## src/rtl/instruction_fetch_unit_pkg.sv

```systemverilog
// rtl/instruction_fetch_unit_pkg.sv - constants and fetch FSM encoding shared by fetch and decode
package instruction_fetch_unit_pkg;

   localparam int INSTRUCTION_WIDTH = 16;
   localparam int OS_START          = 2048;

   // All-ones makes the decoder present its reset ID until the first fetch lands.
   localparam logic [15:0] RESET_INSTRUCTION = 16'hffff;
   localparam logic [15:0] NOP_INSTRUCTION   = 16'h0000;

   typedef enum logic [1:0] {
      ST_BOOT   = 2'd0,
      ST_FETCH  = 2'd1,
      ST_VALID  = 2'd2,
      ST_HALTED = 2'd3
   } fetch_state_t;

endpackage

```

## src/rtl/instruction_fetch_unit.sv

```systemverilog
// rtl/instruction_fetch_unit.sv - PC, imem handshake and instruction register feeding the decoder
// Optional macro FETCH_STALL_COUNTER_EN adds the stall_cycles counter output.
module instruction_fetch_unit
   import instruction_fetch_unit_pkg::*;
#(
   parameter int                    INSTRUCTION_WIDTH = instruction_fetch_unit_pkg::INSTRUCTION_WIDTH,
   parameter int                    ADDR_WIDTH        = 16,
   parameter logic [ADDR_WIDTH-1:0] RESET_PC          = '0
) (
   input  logic                         clock,
   input  logic                         reset,
   output logic                         imem_req,
   output logic [ADDR_WIDTH-1:0]        imem_addr,
   input  logic                         imem_ack,
   input  logic [INSTRUCTION_WIDTH-1:0] imem_rdata,
   input  logic                         decode_ready,
   input  logic                         redirect_valid,
   input  logic [ADDR_WIDTH-1:0]        redirect_pc,
   input  logic                         halt,
   input  logic                         resume,
   input  logic                         os_enter,
   output logic [INSTRUCTION_WIDTH-1:0] Instruction,
   output logic                         instr_valid,
   output logic [ADDR_WIDTH-1:0]        instr_pc,
   output logic                         is_bios,
   output logic                         halted
`ifdef FETCH_STALL_COUNTER_EN
   ,
   output logic [31:0]                  stall_cycles
`endif
);

   fetch_state_t          state, state_next;
   logic [ADDR_WIDTH-1:0] pc, pc_next;
   logic                  capture;

   // Redirect and halt pre-empt every state, so any same-cycle ack is dropped.
   always_comb begin
      state_next = state;
      pc_next    = pc;
      capture    = 1'b0;
      if (redirect_valid) begin
         state_next = ST_FETCH;
         pc_next    = redirect_pc;
      end else if (halt) begin
         state_next = ST_HALTED;
      end else begin
         case (state)
            ST_BOOT:   state_next = ST_FETCH;
            ST_FETCH:  if (imem_ack) begin
                          capture    = 1'b1;
                          pc_next    = pc + ADDR_WIDTH'(1);
                          state_next = ST_VALID;
                       end
            ST_VALID:  if (decode_ready) state_next = ST_FETCH;
            ST_HALTED: if (resume) state_next = ST_FETCH;
            default:   state_next = ST_BOOT;
         endcase
      end
   end

   always_ff @(posedge clock or negedge reset) begin
      if (!reset) begin
         state       <= ST_BOOT;
         pc          <= RESET_PC;
         Instruction <= INSTRUCTION_WIDTH'(RESET_INSTRUCTION);
         instr_pc    <= '0;
         is_bios     <= 1'b1;
      end else begin
         state <= state_next;
         pc    <= pc_next;
         if (capture) begin
            Instruction <= imem_rdata;
            instr_pc    <= pc;
         end
         if (os_enter) is_bios <= 1'b0;
      end
   end

   assign imem_req    = (state == ST_FETCH) && !redirect_valid;
   assign imem_addr   = pc;
   assign instr_valid = (state == ST_VALID);
   assign halted      = (state == ST_HALTED);

`ifdef FETCH_STALL_COUNTER_EN
   logic stall_now;
   assign stall_now = (imem_req && !imem_ack) || ((state == ST_VALID) && !decode_ready);

   always_ff @(posedge clock or negedge reset) begin
      if (!reset) begin
         stall_cycles <= '0;
      end else if (stall_now && (stall_cycles != 32'hffff_ffff)) begin
         stall_cycles <= stall_cycles + 32'd1;
      end
   end
`endif

endmodule

```

## config.mk

```make
export PLATFORM = sky130hd
export DESIGN_NAME = instruction_fetch_unit
export DESIGN_NICKNAME = d
export VERILOG_FILES = /design/src/rtl/instruction_fetch_unit_pkg.sv /design/src/rtl/instruction_fetch_unit.sv
export SDC_FILE = /design/constraint.sdc
export NUM_CORES = 1
export LEC_CHECK = 0
export CAP_MARGIN = 30
export CORE_ASPECT_RATIO = 1.75
export CORE_UTILIZATION = 60
export CTS_CLUSTER_SIZE = 40
export DETAILED_ROUTE_END_ITERATION = 8
export DONT_BUFFER_PORTS = 1
export HOLD_SLACK_MARGIN = 0.03
export PLACE_DENSITY_LB_ADDON = 0.15
export SETUP_SLACK_MARGIN = 0.05
export SYNTH_ARGS = -nofsm -noshare
export SYNTH_HDL_FRONTEND = slang
export SYNTH_SLANG_ARGS = --single-unit
export TNS_END_PERCENT = 100
```

## constraint.sdc

```tcl
create_clock -name clock -period 4.6 [get_ports clock]
set_input_delay 0.46 -clock clock [delete_from_list [all_inputs] [get_ports clock]]
set_output_delay 0.46 -clock clock [all_outputs]
set_load 0.005 [all_outputs]
```

## Yosys cells after proc, flatten, opt, wreduce, memory -nomap -nowiden

Cells that the tools add are included.

| word-level totals | value |
|---|---|
| register bits after elaboration | 51 |
| input port bits | 40 |
| output and inout port bits | 52 |
| word-level logic and storage cells | 34 |

| cells by class | value |
|---|---|
| add/sub/neg operators | 1 |
| equal/unequal tests | 7 |
| multiplexer cells | 14 |
| reductions and logical operators | 7 |

Operators with widths:

| operator | count |
|---|---|
| $mux 16 | 4 |
| $add 16x1->16 const B | 1 |
| $ne 4x4->1 const B | 3 |
| $mux 2 | 5 |
| $pmux 2 s4 | 1 |
| $reduce_and 3->1 | 2 |
| $eq 2x2->1 const B | 2 |
| $mux 1 | 4 |
| $reduce_bool 2->1 | 2 |
| $eq 2x1->1 const B | 1 |
| $logic_not 2->1 | 1 |
| $ne 2x2->1 const B | 1 |
| $logic_and 1x1->1 | 1 |
| $logic_not 1->1 | 1 |

## Logic depth before layout (Yosys ltp)

Gate-level depths: netlist of the first run.

| logic depth | value |
|---|---|
| word-level depth | 5 |
| mapped depth | 5 |
| depth with buffers taken out | 5 |

## Worst setup path after synthesis of the first run

Ideal clock, no wire load.

| timing path | value |
|---|---|
| path type | flip-flop to flip-flop |
| from | reg state[1] |
| to | reg instr_pc[0] |
| library setup time | 125 ps |
| arrival | 1469 ps |
| required time | 4475 ps |
| slack | 3006 ps |
| cell stages (with the launch flop) | 5 |
| path buffers | 1 |
| period minus slack after synthesis | 1594 ps |
| path through | dfrtp_1 > nand4bb_4 > nor2_1 > buf_4 > mux2_2 |

| between the ends | value |
|---|---|
| word-level cells in the longest chain between the ends | 4 |

Ends and longest elaborated chain:

| what | RTL line | text |
|---|---|---|
| from (decl) | instruction_fetch_unit.sv:33 | `fetch_state_t state, state_next;` |
| from (signal assigned) | instruction_fetch_unit.sv:70 | `state <= state_next;` |
| $eq 2x1->1 | instruction_fetch_unit.sv:48 | `case (state)` |
| $mux 1 | instruction_fetch_unit.sv:48 |  |
| $mux 1 | instruction_fetch_unit.sv:45 | `end else if (halt) begin` |
| $mux 1 | instruction_fetch_unit.sv:42 | `if (redirect_valid) begin` |
| to (signal assigned) | instruction_fetch_unit.sv:74 | `instr_pc <= pc;` |
| to (decl) | instruction_fetch_unit.sv:24 | `output logic [ADDR_WIDTH-1:0] instr_pc,` |

No other way between the ends.
A chain may end at the register's enable or synchronous reset.

## Worst setup path after layout of the first run

| timing path | value |
|---|---|
| from | reg state[1] |
| to | reg instr_pc[15] |

Same word-level chain as after synthesis.

==> summary.txt, run 1 <==
Finish
  • Layout area overhead: 7.73%
  • Area of the multi-input gates: roughly 0.0010 sq mm
  • Share of layout cells above drive strength 1: 35.1%
  • Final core utilization: between 60 and 70%
  • # diodes: 0
  • Fillers: around 280
  • Non-filler cells, final: 240
  • Final #Nets: 234
  • Most frequent cells in the layout: 34 x dfrtp_1, 32 x mux2_2, 23 x nand2_1
  • Reg area: about 0.0013 sq mm
  • Commonest non-fill, non-tap cell in the layout: dfrtp_1

Worst setup path
  • FF-to-FF Start: state[1]$_DFFE_PN0P_
  • Setup crit start: state[1]$_DFFE_PN0P_
  • Critical path class: flip-flop to flip-flop
  • Startpoint types: flip-flop
  • R2R setup slack: between 2 and 3 ns
  • Crit path required time: about 4.8 ns
  • Crit-path max FO: 32
  • FF-to-FF End: instr_pc[15]$_DFFE_PN0P_
  • CP Capture Point: instr_pc[15]$_DFFE_PN0P_
  • Arr. time, crit path: 2.23 ns
  • CP Capture Type: flip-flop
  • Reg2reg path depth: 3

Clocking
  • Clock transition at the registers of the reported paths: 0.09 ns
  • Clock buffer depth: 2
  • Root buf cell: clkbuf_8
  • Sink Count: 51
  • Post-CTS sizing: 0
  • # H-tree levels: 2
  • CTS buffer count: 5
  • CTS tree: built
  • Clock latency at the later pin of the worst-skew pair: around 0.3 ns

Yosys
  • Post-Synthesis Cells: 191
  • Synth Warn #: 0
  • Syn nets: roughly 230
  • Unique masters post-synth: 33
  • Post-Syn Area: 0.00236 sq mm
  • Avg Cell Area, Syn: between 10 and 15 sq um
  • Sequential area share after synthesis: between 50% and 60%
  • FF+latch count, synth: 51

Global routing
  • First-pass GRT wire length: roughly 7500 microns
  • Largest net degree at the start of global routing: 52
  • Vias in the first global route: 1576
  • Total Routing Usage GR: approximately 24%
  • Initial antenna violation count: 0
  • GRT overflow: 0

STA
  • Tightest Pin Transition: about 0.9 ns
  • Final Hold Viols: 0
  • Max Slew Vio Count: 0
  • Unrepaired setup endpoints after global routing: false
  • Final setup fails: 0
  • Clock skew: 0.00442 ns
  • Final Cycle Share: between 40 and 50%
  • Setup TNS: 0 ns
  • Slew Limit Headroom: between 30% and 40%
  • Final min period: ~2 ns
  • Fmax: 492 MHz

Place
  • Cells after DPL: 230
  • Hpwl dp: around 3300 microns
  • # port buffers: 0
  • Gpl congestion: ~0.77

Route
  • Antenna Nets Post-Route: 0
  • DR WL/cell: slightly below 20 microns
  • Vias per cell: 6.12
  • Pre-antenna DRT Iters: 4
  • Post-route DRC: 0
  • DR iter-0 viols: 36
  • Via count: about 1500
  • Total wire length: about 4600 microns

Run status
  • Status: finished clean

Die
  • Initial core utilization: between 60% and 70%
  • I/O pin cnt: 92
  • Core box area: between 0.003 and 0.004 sq mm
  • Chip height: between 80 and 90 microns
  • Die W: approximately 50 microns
  • Die Area: roughly 0.0042 sq mm
  • Rows: 29

Worst hold path
  • HP Class: input port to flip-flop

Pwr
  • Maximum vdd drop: between 0.0003 and 0.0004 V
  • Design Power: 1.12 mW
  • Lkg Pwr: around 1 nW
  • P per Cell Area: approximately 440 mW/mm^2

Job
  • Max Cap Viol: 0
[layout make-up]
cell class / count / area share [%]
tap: 46 / 2.26
clock buffer: 6 / 3.24
clock inverter: 2 / 1.38
timing repair buffer: 2 / 1.47
sequential: 51 / 51.0
inverter: 3 / 0.442
multi-input combinational: 130 / 40.2
[registers in the layout, summed over array words and instances (netlist names)]
register / flops
instr_pc: 16
Instruction: 16
imem_addr: 16
is_bios: 1
state: 2
[routing by layer]
| metal | up-vias | share of wire [%] | global-route usage, % | wire (microns) |
|---|---|---|---|---|
| met3 | 12 | 6.1 | 6.81 | 281 |
| met1 | 718 | 37 | 26.4 | 1690 |
| li1 | 676 | - | - | - |
| met4 | 0 | 2.5 | 10.6 | 114 |
| met2 | 63 | 55 | 42.5 | 2530 |
| met5 | - | 0 | 0 | 0 |
[synth_stat cells]
cell type | instances | area, sq um
a31oi_1 | 1 | 6.26
dfrtp_1 | 34 | 851
nor3_1 | 5 | 25.0
nor3b_1 | 2 | 15.0
o21ai_0 | 11 | 55.1
mux2i_1 | 7 | 70.1
ha_1 | 1 | 12.5
nor4_1 | 5 | 31.3
nand2b_1 | 2 | 12.5
and2_2 | 1 | 7.51
buf_1 | 1 | 3.75
nor2b_1 | 5 | 31.3
and2b_2 | 1 | 8.76
a22oi_1 | 4 | 30.0
and4bb_2 | 1 | 12.5
nand3_1 | 5 | 25.0
or3b_2 | 1 | 8.76
nor4_4 | 2 | 42.5
inv_1 | 3 | 11.3
a211o_1 | 1 | 8.76
nand3_2 | 1 | 10.0
nand3b_2 | 1 | 11.3
xor2_1 | 1 | 8.76
clkbuf_1 | 3 | 11.3
nand2_1 | 23 | 86.3
nand4_1 | 3 | 18.8
nor2_1 | 4 | 15.0
dfstp_2 | 17 | 447
xnor2_1 | 8 | 70.1
o21ai_1 | 1 | 5.00
nand4bb_4 | 1 | 27.5
mux2_2 | 32 | 360
buf_4 | 3 | 22.5
[kinds of logic after synthesis]
kind of cell / synth area share, %
muxes: 18.2
xor gates and xnor gates: 3.34
AOI/OAI and AO/OA: 4.45
adders and majority gates: 0.530
and+or+nand+nor: 16.5
buffers and inverters: 2.07
DFF: 54.9
[what timing repair did]
action / in CTS / in global routing
hold endpoints to repair: 51 / 0
hold buffers: 2 / 0
setup buffers: 0 / 0
[worst max-delay path, stage by stage (launching register included)]
cell       delay (ns)
dfrtp_1          0.45
nand4bb_4        0.31
nor2_4           0.72
mux2_2           0.42
[per-stage QoR]
stage                     hold slack [ns]  area [sq um]  setup slack [ns]
after global placement              0.165          2390              2.66
after CTS                           0.175          2540              2.55
after detailed placement            0.165          2390              2.57
after floorplan                     0.164          2360              3.01
final                               0.180          2540              2.57
after global routing                0.165          2540              2.45
[power by group]
group	switching, mW	internal, mW	leakage (nW)	total (mW)
combinational	0.0609	0.0881	0.360	0.149
sequential	0.0895	0.568	0.580	0.657
clock	0.139	0.176	0.0612	0.315
[worst min path at each step]
stage | endpoint | from | slack [ns] | depth (start not counted)
2_1_floorplan | imem_addr[0]$_DFFE_PN0P_ | reset | 0.16 | 0
3_3_place_gp | instr_pc[1]$_DFFE_PN0P_ | reset | 0.17 | 0
3_5_place_dp | imem_addr[0]$_DFFE_PN0P_ | reset | 0.17 | 0
4_1_cts | is_bios$_DFFE_PN1P_ | os_enter | 0.18 | 1
5_1_grt | is_bios$_DFFE_PN1P_ | os_enter | 0.17 | 1
6_report | is_bios$_DFFE_PN1P_ | os_enter | 0.18 | 1
(Power assumes the default switching activity.)
==> inputs of run 2 (changes only) <==
CORE_UTILIZATION = 56   (was 60)
clock period = 1.7 ns   (was 4.6 ns; I/O delays follow)
==> run 2 against run 1 <==
Effect of this change:
- die area up 6.9%
- sequential power rose to 2.7 times the previous value
- flip-flop and latch count unchanged
- hold slack worse by 0.14 ns
- cell area up 17%
- routed wire length up 10%
- sequential share of layout area down 7.5 points
- critical path depth up 1
- clock power up 140%
- clock skew up 0.0061 ns
- via count up 13%
==> summary.txt, run 2 (synthesized netlist as in run 1, its figures left out) <==
Run status
  • Status: finished clean

Route
  • Vias per cell: 5.75 (-6.0%)
  • Via count: 1657 (+13%)
  • Pre-antenna DRT Iters: 4 (unchanged)
  • DR WL/cell: 17.6 microns (-8.3%)
  • Antenna Nets Post-Route: 0 (unchanged)
  • Post-route DRC: 0 (unchanged)
  • DR iter-0 viols: 33 (-8.3%)
  • Total wire length: 5080 microns (+10%)

Global routing
  • Vias in the first global route: 1746 (+11%)
  • Total Routing Usage GR: 24.2% (+0.13 points)
  • Largest net degree at the start of global routing: 52 (unchanged)
  • Initial antenna violation count: 0 (unchanged)
  • First-pass GRT wire length: 7930 microns (+6.3%)
  • GRT overflow: 0 (unchanged)

Clocking
  • Clock latency at the later pin of the worst-skew pair: 0.30 ns (about the same)
  • Sink Count: 51 (unchanged)
  • Clock transition at the registers of the reported paths: 0.09 ns (about the same)
  • Root buf cell: clkbuf_8
  • CTS tree: built
  • # H-tree levels: 2 (unchanged)
  • CTS buffer count: 5 (unchanged)
  • Clock buffer depth: 2 (unchanged)
  • Post CTS Setup Buffer Count: 0 (unchanged)

Job
  • Max Cap Viol: 0 (unchanged)

Finish
  • Most frequent cells in the layout: 36 x dlygate4sd3_1, 34 x dfrtp_1, 32 x mux2_2
  • Non-filler cells, final: 288 (+20%)
  • # diodes: 0 (unchanged)
  • Layout area overhead: 26.4%
  • Final core utilization: 75.7% (+7.0 points)
  • Final #Nets: 280 (+20%)
  • Share of layout cells above drive strength 1: 33.3% (-1.7 points)
  • Commonest non-fill, non-tap cell in the layout: dlygate4sd3_1

STA
  • Final Hold Viols: 0 (unchanged)
  • Max Slew Vio Count: 0 (unchanged)
  • Final setup fails: 0 (unchanged)
  • Final Cycle Share: 93.2% (+49 points)
  • Setup ws final: 0.116 ns (-2.45 ns)
  • Tightest Pin Transition: 0.836 ns (-0.0622 ns)
  • Final min period: 1.58 ns (-0.450 ns)
  • Fmax: 631 MHz (+28%)
  • Slew Limit Headroom: 44.1% (+4.1 points)
  • Unrepaired setup endpoints after global routing: true
  • Clock skew: 0.0106 ns (+0.00614 ns)

Pwr
  • Design Power: 3.06 mW (+170%)
  • Clock power frac: 24.9% (-3.2 points)
  • Comb pwr share: 17.8% (+4.5 points)
  • Maximum vdd drop: 0.000987 V (+180%)
  • P per Cell Area: 1020 mW/mm^2 (+130%)
  • Flop pwr share: 57.3% (-1.3 points)
  • Lkg Pwr: 1.19 nW (+19%)
  • Int Pwr: 2.24 mW (+170%)
  • Sw frac: 26.7% (+0.90 points)
  • Switching power: 0.816 mW (+180%)

Die
  • Die Area: 0.00449 sq mm (+6.9%)
  • Core box area: 0.00394 sq mm (+6.5%)
  • Rows: 30 (+3.4%)
  • Chip height: 87.9 microns (+3.4%)
  • Initial core utilization: 59.9% (-3.9 points)
  • I/O pin cnt: 92 (unchanged)
  • Die W: 51.1 microns (+3.4%)

Place
  • Hpwl dp: 3410 microns (+3.4%)
  • Post-Place Worst Slack: 0.0651 ns (-2.50 ns)
  • Cells after DPL: 243 (+5.7%)
  • # port buffers: 0 (unchanged)
  • Gpl congestion: 0.783 (+1.3%)

Worst setup path
  • Crit path required time: 1.89 ns (-2.90 ns)
  • CP Capture Type: flip-flop
  • Startpoint types: flip-flop
  • Arr. time, crit path: 1.77 ns (-0.46 ns)
  • Critical path class: flip-flop to flip-flop
  • Crit-path max FO: 4 (-88%)

Worst hold path
  • HP Class: input port to flip-flop
==> run 2: power by group through the flow <==
stage          sequential [mW]  clock (mW)  combinational, mW
6_report                  1.75       0.761              0.542
5_1_grt                   1.79       0.823              0.595
2_1_floorplan             1.73           0              0.336
4_1_cts                   1.76       0.778              0.542
3_3_place_gp              1.77           0              0.414
3_5_place_dp              1.78           0              0.435
==> run 2: worst max-delay path, stage by stage (launching register included) <==
cell     delay, ns
dfrtp_1       0.43
nand4_1       0.23
nor4_4        0.45
mux2i_1       0.26
nand3_1       0.11
==> run 2: path summary, 6_finish.rpt <==
path,from,end,slack (ns),cells past startpoint
min in group asynchronous,reset,imem_addr[12]$_DFFE_PN0P_,0.41,2
min reg2reg,is_bios$_DFFE_PN1P_,is_bios$_DFFE_PN1P_,0.50,1
min,redirect_valid,imem_addr[10]$_DFFE_PN0P_,0.04,2
max in group asynchronous,reset,Instruction[7]$_DFFE_PN1P_,1.02,2
max reg2reg,imem_addr[8]$_DFFE_PN0P_,imem_addr[15]$_DFFE_PN0P_,0.12,4
max,imem_addr[8]$_DFFE_PN0P_,imem_addr[15]$_DFFE_PN0P_,0.12,4
==> run 2: layer usage <==
| metal | up-vias | global-route usage [%] | routed length, microns |
|---|---|---|---|
| li1 | 766 | - | - |
| met1 | 825 | 24.6 | 1780 |
| met2 | 61 | 45.2 | 2890 |
| met3 | 5 | 7.81 | 342 |
| met4 | 0 | 8.08 | 65 |
| met5 | - | 0 | 0 |
==> run 2: per-stage QoR <==
| stage | setup TNS, ns | hold WS (ns) | cell area [sq um] |
|---|---|---|---|
| after floorplan | 0 | -0.126 | 2360 |
| after global placement | 0 | -0.124 | 2490 |
| after detailed placement | 0 | -0.124 | 2490 |
| after CTS | 0 | 0.0309 | 2970 |
| after global routing | -0.0458 | 0.0480 | 2990 |
| final | 0 | 0.0430 | 2990 |
==> run 2: area by class of cell <==
type                            count  area [sq um]
Inverter                            3          11.3
Tap cell                           48          60.1
Clock buffer                        7          97.6
Timing Repair Buffer               48           483
Fill cell                         270           956
Multi-Input combinational cell    130          1030
Sequential cell                    51          1300
Clock inverter                      1          7.51
==> run 2: timing repair <==
item / 4_1_cts / 5_1_grt
hold endpoints to repair: 84 / 1
setup endpoints to repair: 0 / 8
hold buffers: 36 / 1
resized for setup: 0 / 2
==> inputs of run 3 (changes only) <==
CORE_UTILIZATION = 49   (was 56)
PLACE_DENSITY = 0.7   (was unset)
PLACE_DENSITY_LB_ADDON = unset   (was 0.15)
==> run 3 against run 2 <==
Effect of this change:
- final cell count grew 1.4%
- combinational power is essentially flat
- largest cell class unchanged
- non-clock buffer count is the same
- first-iteration DRC count shrank 24%
- register-to-register slack is essentially flat
- clock skew shrank 0.0073 ns
- critical path depth is the same
- flip-flop and latch count is the same
- die area grew 14%
- global-route usage shrank 2.6 points
- core utilization shrank 12 points
==> summary.txt, run 3 (synthesized netlist as in run 1, its figures left out) <==
Run status
  • Status: finished clean

Global routing
  • GRT overflow: 0 (unchanged)
  • Initial antenna violation count: 0 (unchanged)
  • Largest net degree at the start of global routing: 52 (unchanged)
  • Vias in the first global route: 1756 (+0.57%)
  • Total Routing Usage GR: 21.6% (-2.6 points)
  • First-pass GRT wire length: 7910 microns (-0.18%)

Place
  • # port buffers: 0 (unchanged)
  • Post-Place Worst Slack: 0.0663 ns (+0.00117 ns)
  • Hpwl dp: 3500 microns (+2.5%)
  • DP Area: 0.00250 sq mm (+0.70%)
  • Gpl congestion: 0.724 (-7.5%)
  • Cells after DPL: 247 (+1.6%)

Finish
  • Fillers: 355 (+31%)
  • Commonest non-fill, non-tap cell in the layout: dlygate4sd3_1
  • Reg area: 0.00130 sq mm (unchanged)
  • Design Area, Final: 0.00300 sq mm (+0.38%)
  • Final #Nets: 280 (unchanged)
  • Most frequent cells in the layout: 35 x dlygate4sd3_1, 34 x dfrtp_1, 32 x mux2_2
  • Layout area overhead: 26.9%
  • Area of the multi-input gates: 0.00103 sq mm (+0.12%)
  • Share of layout cells above drive strength 1: 33.3% (unchanged)
  • Non-filler cells, final: 292 (+1.4%)
  • # diodes: 0 (unchanged)

Die
  • Core box area: 0.00467 sq mm (+18%)
  • Chip height: 93.9 microns (+6.7%)
  • Rows: 33 (+10%)
  • Die W: 54.5 microns (+6.6%)
  • I/O pin cnt: 92 (unchanged)
  • Die Area: 0.00511 sq mm (+14%)
  • Initial core utilization: 50.6% (-9.3 points)

Worst hold path
  • HP Class: input port to flip-flop
  • Hold path cells: 2 (unchanged)

Worst setup path
  • Crit path required time: 1.84 ns (-0.05 ns)
  • Startpoint types: flip-flop
  • Arr. time, crit path: 1.72 ns (-0.05 ns)
  • Critical Path Stages: 4 (unchanged)
  • CP delay by family, top: simple AND/OR/NAND/NOR gates
  • Critical path class: flip-flop to flip-flop
  • Crit-path max FO: 6 (+2)
  • Reg2reg path depth: 4 (unchanged)
  • CP Cell Sequence: nand3b_2 -> nor4_1 -> xnor2_1 -> o21ai_0
  • CP Capture Type: flip-flop
  • CP max-delay cell: nor4_1
  • CP peak stage delay: 0.43 ns (-0.02 ns)
  • WP buf/inv: 0 (unchanged)

STA
  • Unrepaired setup endpoints after global routing: true
  • Final min period: 1.58 ns (-0.00546 ns)
  • Slew Limit Headroom: 36.8% (-7.3 points)
  • Final Hold Viols: 0 (unchanged)
  • Max Slew Vio Count: 0 (unchanged)
  • Clock skew: 0.00330 ns (-0.00725 ns)
  • Setup TNS: 0 ns (unchanged)
  • Fmax: 633 MHz (+0.35%)
  • Final setup fails: 0 (unchanged)
  • Setup ws final: 0.121 ns (+0.00546 ns)
  • Final Cycle Share: 92.9% (-0.32 points)
  • Tightest Pin Transition: 0.945 ns (+0.110 ns)

Clocking
  • Clock buffer depth: 2 (unchanged)
  • CTS buffer count: 5 (unchanged)
  • Sink Count: 51 (unchanged)
  • CTS tree: built
  • Clock latency at the later pin of the worst-skew pair: 0.29 ns (about the same)
  • Root buf cell: clkbuf_8
  • Clock transition at the registers of the reported paths: 0.08 ns (about the same)
  • # H-tree levels: 2 (unchanged)

Route
  • Via count: 1681 (+1.4%)
  • Total wire length: 5220 microns (+2.7%)
  • Vias per cell: 5.76 (about the same)
  • Pre-antenna DRT Iters: 4 (unchanged)
  • Post-route DRC: 0 (unchanged)
  • DR iter-0 viols: 25 (-24%)
  • Antenna Nets Post-Route: 0 (unchanged)
  • DR WL/cell: 17.9 microns (+1.3%)

Pwr
  • Lkg Pwr: 1.20 nW (+0.44%)
  • Switching power: 0.803 mW (-1.6%)
  • Sw frac: 26.5% (-0.24 points)
  • Comb pwr share: 17.9% (about the same)
  • P per Cell Area: 1010 mW/mm^2 (-1.1%)
  • Maximum vdd drop: 0.000745 V (-25%)
  • Design Power: 3.03 mW (-0.71%)
  • Int Pwr: 2.23 mW (-0.38%)
  • Clock power frac: 24.4% (-0.5 points)
  • Flop pwr share: 57.7% (+0.4 points)

Job
  • Max Cap Viol: 0 (unchanged)
-- run 3: cell types whose count changed in the layout (fill, tap and decap cells not counted), sizes merged --
cell	change
buf	+1
clkbuf	+1
dlygate4sd3	-1
clkinvlp	-1
-- run 3: cell type report --
cell class / instances / area share, %
inverters: 3 / 0.376
repair buffers: 48 / 16.5
flip-flops and latches: 51 / 43.3
clock buffers: 8 / 3.34
well taps: 52 / 2.17
multi-input cells: 130 / 34.4
-- run 3: power by group through the flow --
| stage | logic, mW | clock network (mW) | registers [mW] |
|---|---|---|---|
| 2_1_floorplan | 0.336 | 0 | 1.73 |
| 3_3_place_gp | 0.415 | 0 | 1.76 |
| 3_5_place_dp | 0.441 | 0 | 1.78 |
| 4_1_cts | 0.546 | 0.765 | 1.75 |
| 5_1_grt | 0.600 | 0.810 | 1.80 |
| 6_report | 0.544 | 0.739 | 1.75 |
-- run 3: worst register-to-register path: stages (launching register included) --
cell and delay (ns):
dfrtp_1 0.42, nand3b_2 0.33, nor4_1 0.43, xnor2_1 0.16
o21ai_0 0.09
-- run 3: routing by layer --
layer / global-route usage, % / routed length [microns] / up-vias
met4: 8.76 / 116 / 0
met2: 38.3 / 2740 / 77
met3: 5.02 / 348 / 9
li1: - / - / 767
met1: 23.1 / 2020 / 828
met5: 0 / 0 / -
-- run 3: final timing paths --
| check | endpoint | from | slack (ns) |
|---|---|---|---|
| setup / recovery | imem_addr[8]$_DFFE_PN0P_ | state[1]$_DFFE_PN0P_ | 0.12 |
| hold / removal | imem_addr[10]$_DFFE_PN0P_ | redirect_valid | 0.07 |
| setup reg to reg | imem_addr[8]$_DFFE_PN0P_ | state[1]$_DFFE_PN0P_ | 0.12 |
| hold reg to reg | is_bios$_DFFE_PN1P_ | is_bios$_DFFE_PN1P_ | 0.50 |
| max in group asynchronous | Instruction[2]$_DFFE_PN1P_ | reset | 1.04 |
| min in group asynchronous | imem_addr[3]$_DFFE_PN0P_ | reset | 0.38 |
-- run 3: what timing repair did --
item	CTS	global route
setup buffers	0	1
resized for setup	0	1
endpoints found under the setup margin	0	7
hold buffers	36	0
hold endpoints to repair	85	0
-- run 3: stage by stage --
step,utilization (%),hold slack [ns]
3_3_place_gp,53.7,-0.124
6_report,64.2,0.0743
2_1_floorplan,-,-0.126
4_1_cts,63.9,0.0613
5_1_grt,64.2,0.0747
3_5_place_dp,53.7,-0.124
